<file path="config.mk">
export PLATFORM = sky130hd
export DESIGN_NAME = sha_clock_divider_flat
export DESIGN_NICKNAME = d
export VERILOG_FILES = /design/src/rtl/sha_clock_divider_if.sv /design/src/rtl/sha_clock_divider.sv /design/src/flat_wrapper.sv
export SDC_FILE = /design/constraint.sdc
export NUM_CORES = 1
export LEC_CHECK = 0
export ABC_CLOCK_PERIOD_IN_PS = 2700
export CAP_MARGIN = 20
export CORE_AREA = 4 4 41 43
export CTS_CLUSTER_SIZE = 16
export DETAILED_ROUTE_END_ITERATION = 8
export DIE_AREA = 0 0 45 47
export SLEW_MARGIN = 25
export SYNTH_ARGS = -nofsm -noshare
export SYNTH_HDL_FRONTEND = slang
export SYNTH_SLANG_ARGS = --single-unit
</file>
<file path="constraint.sdc">
create_clock -name inClk -period 2.7 [get_ports inClk]
set_input_delay 0.81 -clock inClk [delete_from_list [all_inputs] [get_ports inClk]]
set_output_delay 0.81 -clock inClk [all_outputs]
set_load 0.01 [all_outputs]
</file>
<file path="src/rtl/sha_clock_divider_if.sv">
// Divided-clock output bundle for the sample-and-hold clock divider.
// The master drives outClk; downstream sample-and-hold logic takes the slave view.
interface sha_clock_divider_if;
   logic outClk;

   modport master (
      output outClk
   );

   modport slave (
      input outClk
   );
endinterface

</file>
<file path="src/rtl/sha_clock_divider.sv">
// Divides inClk by DIV with a wrapping counter; outClk is high for HIGH_CYCLES
// of every DIV input cycles and always comes straight from a flop.
module sha_clock_divider #(
   parameter int unsigned DIV         = 100,
   parameter int unsigned HIGH_CYCLES = DIV / 2
) (
   input  logic                   inClk,
   input  logic                   reset,
   sha_clock_divider_if.master    div_if
);

   // A one-cycle period would still need a 1-bit counter to stay well formed.
   localparam int unsigned CntW = (DIV > 1) ? $clog2(DIV) : 1;
   localparam logic [CntW-1:0] CntMax  = CntW'(DIV - 1);
   localparam logic [CntW-1:0] HighThr = CntW'(HIGH_CYCLES);

   if (DIV < 2) begin : gen_bad_div
      $error("sha_clock_divider: DIV must be at least 2");
   end

   if (HIGH_CYCLES < 1) begin : gen_bad_high_low
      $error("sha_clock_divider: HIGH_CYCLES must be at least 1");
   end

   if (HIGH_CYCLES >= DIV) begin : gen_bad_high_big
      $error("sha_clock_divider: HIGH_CYCLES must be below DIV");
   end

   logic [CntW-1:0] cnt_q;
   logic [CntW-1:0] cnt_d;
   logic            out_q;
   logic            out_d;

   always_comb begin
      cnt_d = cnt_q + 1'b1;
      if (cnt_q == CntMax) begin
         cnt_d = '0;
      end
      // Decided from the count the edge sees, then registered: no decode glitches.
      out_d = (cnt_q < HighThr);
   end

   always_ff @(posedge inClk or posedge reset) begin
      if (reset) begin
         cnt_q <= '0;
         out_q <= 1'b0;
      end else begin
         cnt_q <= cnt_d;
         out_q <= out_d;
      end
   end

   assign div_if.outClk = out_q;

endmodule

</file>
<file path="src/flat_wrapper.sv">
// flat-port wrapper written by rule: the top's interface ports become plain ports
module sha_clock_divider_flat 
#(
   parameter int unsigned DIV         = 100,
   parameter int unsigned HIGH_CYCLES = DIV / 2
)
  (inClk, reset, div_if_outClk);
  sha_clock_divider_if div_if_i ();
  input  logic inClk;
  input  logic reset;
  output wire logic [$bits(div_if_i.outClk)-1:0] div_if_outClk;
  assign div_if_outClk = div_if_i.outClk;
  sha_clock_divider #(.DIV(DIV), .HIGH_CYCLES(HIGH_CYCLES)) u_core (.inClk(inClk), .reset(reset), .div_if(div_if_i));
endmodule
</file>
# After elaboration in Yosys (flattened, before gate mapping)
# Index checks and enable logic that the tools add are counted.
[word_totals] regBits=8 latchBits=0 ram_bits=0 romBits=0 input_bits=2 out_inout_bits=1 n_memories=0
[classes] addsub=1 multipliers=0 div_mod_pow=0 order_cmp=1 n_eq_ne=1 shift=0 mux=1 bitwise_logic=0 reduce_logical=0
[op_table] operator="$add 7x1->7 const B" count=1
[op_table] operator="$eq 7x7->1 const B" count=1
[op_table] operator="$lt 7x6->1 const B" count=1
[op_table] operator="$mux 7" count=1

# Longest topological paths before layout
[depth] word_depth=2 depth_mapped=4 depth_no_buf=4

# Least setup slack after synthesis
# Ideal clock, no wire load.
[synth_path] kind="register to output" from="register u_core.out_q, in the netlist u_core.div_if.outClk" to="output port div_if_outClk" arrival_time_ns=0.376 required_time_ns=1.890 slack_ns=1.514 path_stages_with_launch=1 path_buffers=0 path_cell_list="dfrtp_1"
[synth_rtl] element="start, declared" line="sha_clock_divider.sv:31" source="logic out_q;"
[synth_rtl] element="start signal, assigned" line="sha_clock_divider.sv:49" source="out_q <= out_d;"
[synth_rtl] element="end, declared" line="flat_wrapper.sv:11" source="output wire logic [$bits(div_if_i.outClk)-1:0] div_if_outClk;"
# No word-level cell between the ends.

# Worst setup path in the final report
[layout_path] from="register u_core.out_q, in the netlist u_core.div_if.outClk" to="output port div_if_outClk"
# No word-level cell between the ends.

==> key figures <==
Timing
  – Period utilisation layout: 70.5%
  – Setup TNS: 0 ns
  – Post-layout min period: 1.90 ns
  – Skew final: 0.00129 ns
  – Max-slew violation count: 0
  – Least-Margin Pin Slew: 0.312 ns
  – Fin. Hold Viols: 0
  – Max Freq: 525 MHz
  – Final setup violation count: 0
  – Final worst slack: 0.796 ns
  – Worst hold slack: 0.485 ns
  – Max-Slew Margin vs Limit: 79.2%
  – Unrepaired setup endpoints after global routing: no

Detailed routing
  – Vias/cell: 4.98
  – Via count: 264
  – Avg WL per Cell: 12.4 microns
  – Remaining routing DRC violations: 0
  – DRT Pass-1 Iters: 3
  – Detail Route Antenna Nets: 0
  – WL final: 659 microns
  – Drt initial violations: 9

Synth
  – Main combinational cell family by area after synthesis: simple AND/OR/NAND/NOR gates
  – XOR/XNOR Fraction of Synth Area: 6.80%
  – Mapped Cells: 33
  – Syn_area_per_cell: 11.7 sq um
  – Area share of the largest cell type after synthesis: 51.8%
  – Synthesized flop and latch total: 8
  – Compound-Gate Fraction of Synth Area: 4.85%
  – Ranking of synthesized cells by area: dfrtp_1 (52%), xnor2_1 (6.8%), nor2_8 (5.2%)
  – Adder-Cell Fraction of Synth Area: 3.24%
  – Synth Area in Simple Gates: 29.8%
  – Synth warn: 0
  – Post-synthesis mux area share: 2.59%
  – Post-synthesis sequential area ratio: 51.8%
  – Synth area leader: dfrtp_1
  – Syn nets: 36
  – Yosys cell types: 18
  – Cell Area, Synth: 387 sq um

Min path
  – Worst Hold Class: reg2reg
  – WHS Path Cells: 1
  – Hold Crit Start: u_core.cnt_q[6]
  – Hold EP: u_core.div_if.outClk

GRT
  – GRT Total Usage: 8.37%
  – Largest net degree at the start of global routing: 9
  – First-pass GRT wire length: 1100 microns
  – Total congestion overflow: 0
  – Initial antenna violation count: 0
  – Vias in the first global route: 253

Die
  – DIE WIDTH: 45 microns
  – Starting Density: 29.7%
  – Die Ht: 47 microns
  – Core Box Area: 1300 sq um
  – Die ar.: 2120 sq um
  – Rows: 13
  – Ports: 3

Cells and area
  – Final Net Count: 43
  – Proportion of layout cells with a drive suffix above 1: 26.3%
  – Ant diodes: 0
  – Post-route insts no fill: 53
  – Most common cell after layout, fill and taps aside: dfrtp_1
  – Fillers: 145
  – Most frequent cells in the layout: dfrtp_1 (8), nand3_1 (3), xnor2_1 (3), a31oi_1 (3), clkbuf_4 (3)
  – Area Growth Syn to Fin: 15.9%

Clock tree
  – CTS buffer count: 3
  – Clock buffer depth: 2
  – Later-pin clock latency in the skew report: 0.25 ns
  – CTS tree: done
  – Clock transition at path regs: 0.05 ns
  – Root buffer cell: clkbuf_4
  – Post-CTS Setup Inserts: 0
  – Post-CTS Resized: 0
  – H-tree Lvls: 1
  – Hold buffers post-CTS: 0
  – Clock sink count: 8

Critical path
  – Critical setup path kind: reg2out
  – RR Endpoint: u_core.cnt_q[5]
  – Crit-path cells: clkdlybuf4s50_1
  – Slowest stage delay, CP: 0.53 ns
  – Crit-path leading delay family: buffers and inverters
  – Worst Path Buf+Inv: 1
  – Worst Path Arrival: 1.09 ns
  – CP Capture Type: output pin
  – CP Max Fanout: 1
  – Reg2Reg Setup Slack: 1.45 ns
  – CP Depth: 1
  – Origin of the critical flop-to-flop path: u_core.cnt_q[0]
  – R2R cell count: 4
  – CP Launch Type: flop
  – CP required: 1.89 ns
  – CP max stage cell: clkdlybuf4s50_1

Pwr
  – Leakage: 0.211 nW
  – Peak supply drop: 0.206 mV
  – Pwr per Cell Area: 473 nW/um^2

Status
  – Outcome: complete, no violations

Place
  – Post-placement setup slack: 1.05 ns
  – Port bufs: 2
  – Placed cells: 50
  – Gpl congestion: 0.719

Run
  – MaxCap Viol Count: 0
[per-stage QoR]
step | utilization [%] | instance area [sq um] | power (W)
after floorplan | - | 387 | 0.000124
after global placement | 32.7 | 425 | 0.000126
after detailed placement | 32.7 | 425 | 0.000126
after CTS | 34.4 | 448 | 0.000217
after global routing | 34.4 | 448 | 0.000225
final | 34.4 | 448 | 0.000212
[layout make-up]
type / instances / area, sq um / share of cell area, %
inverter: 1 / 3.75 / 0.838
timing repair buffer: 2 / 20.0 / 4.47
multi-input combinational: 24 / 183 / 40.8
sequential: 8 / 200 / 44.7
tap: 15 / 18.8 / 4.19
clock buffer: 3 / 22.5 / 5.03
[worst max path at each step]
stage                         start       endpoint  slack [ns]
6_report       u_core.div_if.outClk  div_if_outClk        0.80
5_1_grt        u_core.div_if.outClk  div_if_outClk        0.76
4_1_cts        u_core.div_if.outClk  div_if_outClk        0.78
3_5_place_dp   u_core.div_if.outClk  div_if_outClk        1.05
2_1_floorplan  u_core.div_if.outClk  div_if_outClk        1.51
3_3_place_gp   u_core.div_if.outClk  div_if_outClk        1.06
[logic make-up after synthesis]
logic type	after synthesis
and+or+nand+nor	16
DFF	8
buffers and inverters	1
muxes	1
adders and majority gates	1
xor gates and xnor gates	3
AOI/OAI and AO/OA	3
[metal layers]
metal / vias up / share of wire [%] / global-route usage [%] / routed length [microns]
met4: 0 / 2.1 / 7.02 / 14
met2: 5 / 46 / 11.9 / 303
met5: - / 0 / 0 / 0
met1: 128 / 45 / 8.39 / 299
li1: 127 / - / - / -
met3: 4 / 6.4 / 5.75 / 42
[Yosys cell counts, drive strengths merged]
cell,instances
nor3,1
xnor2,3
dfrtp,8
nand2,2
and2,1
inv,1
nand4,1
a31oi,3
or3,2
nor2b,1
nand3,3
and3,1
ha,1
mux2i,1
nor2,4
[flip-flops by register name, indices dropped and copies added, names as in the netlist]
name	flops
u_core.div_if.outClk	1
u_core.cnt_q	7
[where the power goes]
part | internal (W) | leakage [nW] | switching (W) | total (W)
registers | 0.000120 | 0.0921 | 0 | 0.000120
clock network | 0.0000506 | 0.0138 | 0.0000375 | 0.0000882
logic | 0.00000135 | 0.105 | 0.00000244 | 0.00000379
total | 0.000172 | 0.211 | 0.0000400 | 0.000212
Power figures use the tool's default switching activity.
